**src/rtl/filter_seq_ctrl.sv**
```systemverilog
// Sequences one in-place 5-tap filter pass over a BRAM: read, window shift, filter, write back.
// Optional build macro FILTER_SEQ_PAUSE_EN adds a pause input that stalls the read phase.
module filter_seq_ctrl #(
  parameter int N_SAMPLES = 1024,
  parameter int ADDR_W    = 10,
  parameter int DATA_W    = 8
) (
  input  logic              clk,
  input  logic              rst_n,
  input  logic              start,
`ifdef FILTER_SEQ_PAUSE_EN
  input  logic              pause,
`endif
  output logic              busy,
  output logic              done,
  output logic [ADDR_W-1:0] bram_addr,
  output logic              bram_we,
  output logic [DATA_W-1:0] bram_wdata,
  input  logic [DATA_W-1:0] bram_rdata,
  output logic [DATA_W-1:0] tap0,
  output logic [DATA_W-1:0] tap1,
  output logic [DATA_W-1:0] tap2,
  output logic [DATA_W-1:0] tap3,
  output logic [DATA_W-1:0] tap4,
  output logic              filt_valid,
  input  logic [DATA_W-1:0] filt_result
);
  localparam int                TAPS     = 5;
  localparam logic [ADDR_W-1:0] LAST_IDX = ADDR_W'(N_SAMPLES - 1);

  typedef enum logic [2:0] {IDLE, RD, WT, FL, WR, DN} state_t;

  state_t                      state, stateNxt;
  logic [ADDR_W-1:0]           idx;
  logic [TAPS-1:0][DATA_W-1:0] win;
  logic [DATA_W-1:0]           resReg;
  logic                        holdRd;

`ifdef FILTER_SEQ_PAUSE_EN
  assign holdRd = pause;
`else
  assign holdRd = 1'b0;
`endif

  always_ff @(posedge clk or negedge rst_n) begin
    if (!rst_n) state <= IDLE;
    else        state <= stateNxt;
  end

  // Outputs decode from state only, so async reset clears them in the same cycle.
  always_comb begin
    stateNxt   = state;
    busy       = 1'b0;
    done       = 1'b0;
    bram_we    = 1'b0;
    filt_valid = 1'b0;
    unique case (state)
      IDLE: if (start) stateNxt = RD;
      RD: begin
        busy = 1'b1;
        if (!holdRd) stateNxt = WT;
      end
      WT: begin
        busy     = 1'b1;
        stateNxt = FL;
      end
      FL: begin
        busy       = 1'b1;
        filt_valid = 1'b1;
        stateNxt   = WR;
      end
      WR: begin
        busy     = 1'b1;
        bram_we  = 1'b1;
        stateNxt = (idx == LAST_IDX) ? DN : RD;
      end
      DN: begin
        done     = 1'b1;
        stateNxt = IDLE;
      end
      default: stateNxt = IDLE;
    endcase
  end

  // Window is cleared at start so samples before index 0 read as zero padding.
  always_ff @(posedge clk or negedge rst_n) begin
    if (!rst_n) begin
      idx    <= '0;
      win    <= '0;
      resReg <= '0;
    end else begin
      unique case (state)
        IDLE: if (start) begin
          idx <= '0;
          win <= '0;
        end
        WT: win    <= {win[TAPS-2:0], bram_rdata};
        FL: resReg <= filt_result;
        WR: if (idx != LAST_IDX) idx <= idx + ADDR_W'(1);
        default: ;
      endcase
    end
  end

  assign bram_addr  = idx;
  assign bram_wdata = resReg;
  assign tap0       = win[0];
  assign tap1       = win[1];
  assign tap2       = win[2];
  assign tap3       = win[3];
  assign tap4       = win[4];

endmodule

```
**config.mk**
```make
export PLATFORM = sky130hd
export DESIGN_NAME = filter_seq_ctrl
export DESIGN_NICKNAME = d
export VERILOG_FILES = /design/src/rtl/filter_seq_ctrl.sv
export SDC_FILE = /design/constraint.sdc
export NUM_CORES = 1
export LEC_CHECK = 0
export CELL_PAD_IN_SITES_DETAIL_PLACEMENT = 0
export CELL_PAD_IN_SITES_GLOBAL_PLACEMENT = 1
export CORE_MARGIN = 2
export CORE_UTILIZATION = 38
export DETAILED_ROUTE_END_ITERATION = 16
export PLACE_DENSITY_LB_ADDON = 0.08
export SLEW_MARGIN = 20
export SYNTH_ARGS = -nofsm -noshare
export SYNTH_HDL_FRONTEND = slang
export SYNTH_SLANG_ARGS = --single-unit
export TNS_END_PERCENT = 1
```
**constraint.sdc**
```tcl
create_clock -name clk -period 2.4 [get_ports clk]
set_input_delay 0.72 -clock clk [delete_from_list [all_inputs] [get_ports clk]]
set_output_delay 0.72 -clock clk [all_outputs]
set_load 0.02 [all_outputs]
```
==> impl_metrics.json, run 1 <==
{
  "crit_slowest_cell": "or3b_4",
  "path_clk_slew_ns": 0.06,
  "antenna_found_initial": 0,
  "slew_headroom_pct": 71.5,
  "setup_tns_ns": 0,
  "overflow": 0,
  "layout-drive-gt1-share_pct": 12.3,
  "synth.largest_area_cell": "dfrtp_1",
  "drtPass1Iterations": 4,
  "syn_area_per_cell_sq_um": 12.3,
  "dpl.hpwl_um": 3890,
  "worstPathRequired_ns": 1.68,
  "slew_viol_final": 0,
  "fin_crit_ns": 2.25,
  "core_sq_mm": 0.00631,
  "worst-path-max-fanout": 2,
  "syn_inst": 201,
  "clock-sinks": 61,
  "skew_ns": 0.00591,
  "vias": 1958,
  "routed_wl_um": 5830,
  "path_delay_family": "simple AND/OR/NAND/NOR gates",
  "grt_pass1_vias": 1803,
  "drc": 0,
  "worstSetupPathType": "flop to primary output",
  "period_share_pct": 93.6,
  "stdcell_count": 369,
  "syn_nets": 221,
  "p_per_area_mw_per_mm2": 1400,
  "grt_pass1_wl_um": 9540,
  "place_inst": 354,
  "arrival_ns": 1.53,
  "nets": 308,
  "outcome": "finished clean",
  "num_rows": 29,
  "dpl_cell_area_sq_mm": 0.00338,
  "portBuffers": 80,
  "worstSkewPairLatency_ns": 0.32,
  "wl_per_cell_um": 15.8,
  "ios": 81,
  "worstHoldPathType": "input pin to asynchronous set/reset pin",
  "critical_path_buf_inv_count": 2,
  "yosysSeqAreaShare_pct": 61.7,
  "dieHeight_um": 84.7,
  "cts_root_buf": "clkbuf_8",
  "viasPerCell": 5.31,
  "cts_buffer_depth": 2,
  "ys_seq_elements": 61,
  "synth_warnings": 0,
  "gp_congestion": 0.723,
  "worstMarginPinSlew_ns": 0.428,
  "grt_max_degree": 62,
  "max_freq_mhz": 445,
  "cts_buffers": 9,
  "synthFlopType": "dfrtp_1",
  "ys_types": 42,
  "synth.top_cells.by_area": "dfrtp_1 (62%), a22o_1 (14%), nand2_1 (4.4%)",
  "crit_chain": "or3b_4 -> clkinv_8 -> dlygate4sd2_1",
  "r2r_setup_slack_ns": 0.55,
  "die-area_sq_mm": 0.00717,
  "ir_drop_uv": 873,
  "yosysTopAreaCellShare_pct": 61.7,
  "endpoint_kind": "primary output",
  "gr-usage-all-layers_pct": 17.1,
  "tritoncts": "done",
  "worstSetupStartpointType": "flop",
  "fp.dieW_um": 84.7,
  "async_reset_ff_share_pct": 100,
  "drt_iter0_drc": 94,
  "fin_area_sq_mm": 0.00363,
  "htree_levels": 3,
  "ctsHoldBuffers": 0,
  "fin_util_pct": 57.5,
  "nFillCells": 564,
  "areaGrowthSynthToFinish_pct": 46.6,
  "critPathMaxStageDelay_ns": 0.45,
  "cellLeakagePower_nw": 1.68,
  "netlist_area_sq_mm": 0.00247,
  "max_cap_violations": 0,
  "finalHoldViolCount": 0,
  "setup_viol": 0,
  "start_util_pct": 39.2,
  "synth_edf_count": 0,
  "ant_nets": 0,
  "rsz0062_at_grt": "false",
  "n_antenna_cell": 0
}
[registers in the layout, summed over array words and instances (netlist names)]
register,cells
tap2,8
tap4,8
tap0,8
state,3
bram_wdata,8
tap1,8
tap3,8
bram_addr,10
[stage by stage]
step	total power [mW]	hold WS, ns	setup WS (ns)
3_5_place_dp	4.01	0.464	0.128
3_3_place_gp	4.00	0.457	0.147
2_1_floorplan	2.94	0.424	0.608
5_1_grt	5.38	0.418	0.0304
4_1_cts	5.14	0.402	0.0625
6_report	5.07	0.398	0.153
[Yosys cell counts, types with 2 or more instances]
cell	n
a21oi_1	4
and3_1	3
and2_1	2
buf_4	2
a22o_1	40
a41oi_1	2
nand3_1	4
xnor2_1	2
nor2_1	5
nand2_1	29
buf_6	2
dfrtp_1	61
nor3_1	5
clkbuf_1	6
o21ai_0	3
buf_2	5
[cell type report]
cell class	count	area, sq um	share of cell area (%)
timing repair buffer	91	890	24.5
inverter	3	23.8	0.655
sequential	61	1530	42.1
clock buffer	11	151	4.17
clock inverter	4	95.1	2.62
multi-input combinational	122	846	23.3
tap	77	96.3	2.66
[metal layers]
layer	up-vias	track usage (%)	routed length [um]	part of all wire [%]
li1	919	-	-	-
met1	960	25.1	2740	47
met2	77	23.0	2580	44
met3	2	5.70	473	8.1
met4	0	7.36	40	0.69
met5	-	0	0	0
[where the power goes]
| group | total, mW | switching, mW | internal (mW) |
|---|---|---|---|
| logic | 2.28 | 1.20 | 1.08 |
| clock network | 1.11 | 0.371 | 0.739 |
| registers | 1.68 | 0.282 | 1.40 |
[cells in the final DEF, fill, tap and decap left out, drive strengths merged, types with 2 or more instances in the layout]
cell type / netlist / layout
nand3: 4 / 4
buf: 9 / 12
a221o: 2 / 2
a21oi: 4 / 4
clkdlybuf4s50: 0 / 75
and2: 2 / 2
clkinv: 2 / 3
nand2: 30 / 30
nor2: 5 / 5
dfrtp: 61 / 61
nor3: 5 / 5
bufinv: 0 / 3
and3: 3 / 3
dlygate4sd2: 0 / 3
xnor2: 2 / 2
o21ai: 5 / 5
clkbuf: 6 / 11
a41oi: 3 / 3
a22o: 40 / 40
[kinds of logic (layout without fill, tap and decap cells)]
| group | count (synthesis) | after routing | synth area share (%) |
|---|---|---|---|
| fa+ha+maj | 1 | 1 | 0.505 |
| simple gates | 54 | 54 | 10.2 |
| mux | 2 | 2 | 0.859 |
| xor+xnor | 2 | 2 | 0.708 |
| flops | 61 | 61 | 61.7 |
| buf+inv | 18 | 109 | 4.40 |
| compound gates | 63 | 63 | 21.6 |
[what timing repair did]
| action | in CTS | in global routing |
|---|---|---|
| cloned | 0 | 0 |
| gates resized for setup | 4 | 1 |
| endpoints found under the setup margin | 3 | 1 |
| buffers inserted | 0 | 0 |
[final timing paths]
kind                       cells after the start                 startpoint                         to
setup / recovery                               3       state[1]$_DFFE_PN0P_                    bram_we
hold / removal                                 2                      rst_n        tap4[4]$_DFFE_PN0P_
setup reg to reg                               5   bram_addr[0]$_DFFE_PN0P_   bram_addr[3]$_DFFE_PN0P_
hold reg to reg                                2  bram_wdata[0]$_DFFE_PN0N_  bram_wdata[0]$_DFFE_PN0N_
max in group asynchronous                      2                      rst_n        tap1[2]$_DFFE_PN0P_
min in group clk                               2  bram_wdata[0]$_DFFE_PN0N_  bram_wdata[0]$_DFFE_PN0N_
[worst register-to-register path: cells and delay by family (launching register included)]
family	cells	cell delay [ns]
DFF	1	0.41
adders and majority gates	1	0.23
and+or+nand+nor	2	0.63
AOI/OAI and AO/OA	2	0.47
Note: power is estimated with default switching activity, not from simulation.
==> run 2, diff against run 1 <==
- PLACE_DENSITY: not set -> 0.86
- PLACE_DENSITY_LB_ADDON: 0.08 -> not set
==> impl_metrics.json, run 2 (synthesis results as in run 1) <==
{
  "outcome": "finished clean",
  "layout-drive-gt1-share_pct": 11.0,
  "path_clk_slew_ns": 0.06,
  "cellLeakagePower_nw": 1.65,
  "max_cap_violations": 0,
  "seq_power_share_pct": 34.3,
  "num_rows": 29,
  "period_share_pct": 95.6,
  "max_freq_mhz": 436,
  "overflow": 0,
  "core_sq_mm": 0.00631,
  "htree_levels": 3,
  "slew_headroom_pct": 33.5,
  "grt_pass1_vias": 1883,
  "drt_iter0_drc": 143,
  "worstSetupStartpointType": "flop",
  "rsz0062_at_grt": "false",
  "power_switching_mw": 1.86,
  "met2_usage_pct": 24.5,
  "finalHoldViolCount": 0,
  "gp_congestion": 0.779,
  "viasPerCell": 5.22,
  "nFillCells": 568,
  "gr-usage-all-layers_pct": 16.9,
  "worstHoldPathType": "input pin to asynchronous set/reset pin",
  "antenna_found_initial": 0,
  "die-area_sq_mm": 0.00717,
  "arrival_ns": 1.57,
  "worstSkewPairLatency_ns": 0.33,
  "grt_util_met3_pct": 3.34,
  "routed_wl_um": 5730,
  "fin_total_pwr_mw": 4.93,
  "final.setup.worst_slack_ns": 0.105,
  "setup_tns_ns": 0,
  "worstPathRequired_ns": 1.68,
  "ant_nets": 0,
  "n_antenna_cell": 0,
  "skew_ns": 0.0108,
  "grt_max_degree": 62,
  "combPwrFrac_pct": 45.8,
  "clkPwrFrac_pct": 19.9,
  "tritoncts": "done",
  "whs_ns": 0.388,
  "grt_pass1_wl_um": 9530,
  "stdcell_count": 367,
  "slew_viol_final": 0,
  "ir_drop_uv": 728,
  "vias": 1915,
  "worstMarginPinSlew_ns": 0.994,
  "dpl.hpwl_um": 3860,
  "wl_per_cell_um": 15.6,
  "drc": 0,
  "final_cell_mix": "clkdlybuf4s50_1 (75), dfrtp_1 (61), a22o_1 (40), nand2_1 (29), clkbuf_8 (10)",
  "cts_buffers": 9,
  "cts_setup_buffers": 0,
  "cts_buffer_depth": 2,
  "worst-path-max-fanout": 2,
  "r2r_setup_slack_ns": 0.53,
  "drtPass1Iterations": 4,
  "setup_viol": 0,
  "portBuffers": 80,
  "endpoint_kind": "primary output",
  "place_inst": 352,
  "internal-power_mw": 3.06,
  "worstSetupPathType": "flop to primary output",
  "mostFrequentLayoutCell": "clkdlybuf4s50_1",
  "areaGrowthSynthToFinish_pct": 44.9,
  "largest_reg_flops": 10,
  "grt_busiest_layer": "met2",
  "swShare_pct": 37.8,
  "grtUsageMet1_pct": 24.3,
  "start_util_pct": 39.2,
  "clock-sinks": 61,
  "cts_root_buf": "clkbuf_8",
  "fin_crit_ns": 2.29,
  "ios": 81,
  "place_ws_ns": 0.0121,
  "nets": 306,
  "dieHeight_um": 84.7,
  "fp.dieW_um": 84.7,
  "p_per_area_mw_per_mm2": 1370
}
run 2: cell count changes in the layout (fill, tap and decap cells not counted), sizes merged:
cell | previous run | this run
buf | 12 | 10
clkinvlp | 0 | 1
bufinv | 3 | 2
run 2: metal layers:
metal	wire, um	vias up	part of all wire (%)
met5	0	-	0
met4	109	0	1.9
met3	205	10	3.6
met2	2700	52	47
met1	2720	937	47
li1	-	916	-
run 2: layout make-up:
class                           instances  area (sq um)  share of cell area [%]
Sequential cell                        61          1530                    42.6
Timing Repair Buffer                   89           875                    24.4
Multi-Input combinational cell        122           851                    23.7
Clock buffer                           11           141                    3.94
Tap cell                               77          96.3                    2.69
Clock inverter                          4          72.6                    2.02
Inverter                                3          23.8                   0.663
run 2: worst paths after layout:
path                                           startpoint  depth (start not counted)                         to
max in group asynchronous                           rst_n                          2        tap4[7]$_DFFE_PN0P_
min in group clk                bram_wdata[7]$_DFFE_PN0N_                          2  bram_wdata[7]$_DFFE_PN0N_
worst max-delay path                 state[1]$_DFFE_PN0P_                          3                    bram_we
worst min register to register  bram_wdata[7]$_DFFE_PN0N_                          2  bram_wdata[7]$_DFFE_PN0N_
worst max register to register   bram_addr[1]$_DFFE_PN0P_                          5   bram_addr[3]$_DFFE_PN0P_
worst min-delay path                                rst_n                          2   bram_addr[4]$_DFFE_PN0P_
run 2: through the flow:
step | util, % | instance area (sq um)
detailed placement | 53.4 | 3370
global route | 56.8 | 3590
finish | 56.8 | 3590
global placement | 53.4 | 3370
CTS | 56.8 | 3580
floorplan | - | 2470
run 2: timing repair:
action	in CTS	in global routing
hold buffers	0	0
resized for setup	3	1
setup endpoints to repair	3	1
run 2: critical path, cell delays in order (launching register included):
cell and delay [ns]:
dfrtp_1 0.37, or3b_1 0.49, clkinv_8 0.07, dlygate4sd2_1 0.33
run 2: power by group through the flow:
stage / Combinational [mW] / Sequential (mW) / Clock, mW
finish: 2.26 / 1.69 / 0.979
global route: 2.41 / 1.75 / 1.05
CTS: 2.29 / 1.70 / 1.00
detailed placement: 2.30 / 1.71 / 0
global placement: 2.26 / 1.69 / 0
floorplan: 0.879 / 2.06 / 0
==> run 3, diff against run 2 <==
- CAP_MARGIN: not set -> 0
- GPL_TIMING_DRIVEN: not set -> 0
- HOLD_SLACK_MARGIN: not set -> 0.08
==> impl_metrics.json, run 3 (synthesis results as in run 1) <==
{
  "cts_buffer_depth": 2,
  "mostFrequentLayoutCell": "clkdlybuf4s50_1",
  "power_switching_mw": 1.91,
  "ctsHoldBuffers": 0,
  "antenna_found_initial": 0,
  "layout-drive-gt1-share_pct": 12.4,
  "ant_nets": 0,
  "worstMarginPinSlew_ns": 0.513,
  "path_clk_slew_ns": 0.07,
  "max_freq_mhz": 434,
  "fin_crit_ns": 2.30,
  "setup_tns_ns": 0,
  "combPwrFrac_pct": 47.0,
  "gr-usage-all-layers_pct": 17.8,
  "core_sq_mm": 0.00631,
  "grt_max_degree": 49,
  "outcome": "finished clean",
  "cts_root_buf": "clkbuf_8",
  "seq_power_share_pct": 34.3,
  "clock-sinks": 61,
  "worstPathRequired_ns": 1.68,
  "final_cell_mix": "clkdlybuf4s50_1 (75), dfrtp_1 (61), a22o_1 (40), nand2_1 (29), clkbuf_8 (11)",
  "whs_ns": 0.235,
  "areaGrowthSynthToFinish_pct": 45.5,
  "dieHeight_um": 84.7,
  "endpoint_kind": "primary output",
  "arrival_ns": 1.58,
  "rsz0062_at_grt": "false",
  "swShare_pct": 38.9,
  "period_share_pct": 95.9,
  "gp_congestion": 0.717,
  "htree_levels": 3,
  "ir_drop_uv": 665,
  "place_inst": 359,
  "r2r_cells": 6,
  "cellLeakagePower_nw": 1.66,
  "routed_wl_um": 5920,
  "clkPwrFrac_pct": 18.7,
  "cts_buffers": 9,
  "slew_viol_final": 0,
  "stdcell_count": 375,
  "internal-power_mw": 3.00,
  "tritoncts": "done",
  "portBuffers": 80,
  "finalHoldViolCount": 0,
  "worstHoldPathType": "input pin to asynchronous set/reset pin",
  "drc": 0,
  "worstSetupStartpointType": "flop",
  "worstSkewPairLatency_ns": 0.33,
  "skew_ns": 0.00586,
  "worstSetupPathType": "flop to primary output",
  "largest_reg_flops": 10,
  "slew_headroom_pct": 65.8,
  "vias": 1924,
  "worst-path-max-fanout": 9,
  "fp.dieW_um": 84.7,
  "p_per_area_mw_per_mm2": 1360,
  "wl_per_cell_um": 15.8,
  "start_util_pct": 39.2,
  "grt_pass1_wl_um": 9910,
  "viasPerCell": 5.13,
  "n_antenna_cell": 0,
  "nets": 314,
  "die-area_sq_mm": 0.00717,
  "num_rows": 29,
  "drt_iter0_drc": 136,
  "fin_total_pwr_mw": 4.90,
  "overflow": 0,
  "dpl.hpwl_um": 4120,
  "max_cap_violations": 0,
  "grt_pass1_vias": 1901,
  "ios": 81,
  "setup_viol": 0,
  "drtPass1Iterations": 4
}
## run 3: cell types whose count changed in the layout (fill, tap and decap cells not counted), sizes merged
cell         before  now
buf              10   13
clkbuf           11   18
dlygate4sd2       3    1
clkinvlp          1    2
bufinv            2    1
## run 3: cell type report
| type | instances | area [sq um] |
|---|---|---|
| Sequential cell | 61 | 1530 |
| Fill cell | 571 | 2710 |
| Tap cell | 77 | 96.3 |
| Buffer | 15 | 85.1 |
| Clock buffer | 11 | 151 |
| Multi-Input combinational cell | 122 | 840 |
| Inverter | 3 | 27.5 |
| Timing Repair Buffer | 82 | 827 |
| Clock inverter | 4 | 47.5 |
## run 3: power by group through the flow
stage | sequential [mW] | clock [mW] | combinational, mW
global route | 1.73 | 0.994 | 2.47
finish | 1.68 | 0.918 | 2.30
detailed placement | 1.70 | 0 | 2.33
CTS | 1.68 | 0.942 | 2.33
floorplan | 2.06 | 0 | 0.879
global placement | 1.69 | 0 | 2.29
## run 3: routing by layer
layer  track usage (%)  up-vias  share of wire, %
met2              27.3       40                48
met1              24.7      946                47
li1                  -      929                 -
met3              3.54        9               3.2
met5                 0        -                 0
met4              7.79        0               1.8
## run 3: per-stage QoR
step                      setup slack, ns  util, %  instance area, sq um
after global placement              -1.39     53.4                  3370
final                              0.0982     57.0                  3600
after CTS                          0.0272     57.0                  3600
after global routing               0.0172     57.0                  3600
after floorplan                     0.608        -                  2470
after detailed placement           -0.179     53.8                  3400
## run 3: critical path: stages (launching register included)
cell and delay [ns]:
dfrtp_1 0.37, buf_6 0.13, or3b_1 0.38, buf_6 0.16, clkinv_8 0.07, buf_4 0.13
## run 3: path summary, 6_finish.rpt
check                                           from                         to  slack, ns
hold / removal                                 rst_n        tap0[7]$_DFFE_PN0P_       0.23
max in group asynchronous                      rst_n        tap4[2]$_DFFE_PN0P_       1.68
hold reg to reg            bram_wdata[2]$_DFFE_PN0N_  bram_wdata[2]$_DFFE_PN0N_       0.47
setup reg to reg            bram_addr[1]$_DFFE_PN0P_   bram_addr[3]$_DFFE_PN0P_       0.66
min in group clk           bram_wdata[2]$_DFFE_PN0N_  bram_wdata[2]$_DFFE_PN0N_       0.47
setup / recovery                state[1]$_DFFE_PN0P_                    bram_we        0.1
## run 3: repair_timing
item,in CTS,in global routing
resized for setup,6,5
setup endpoints to repair,3,3
buffers inserted,1,0
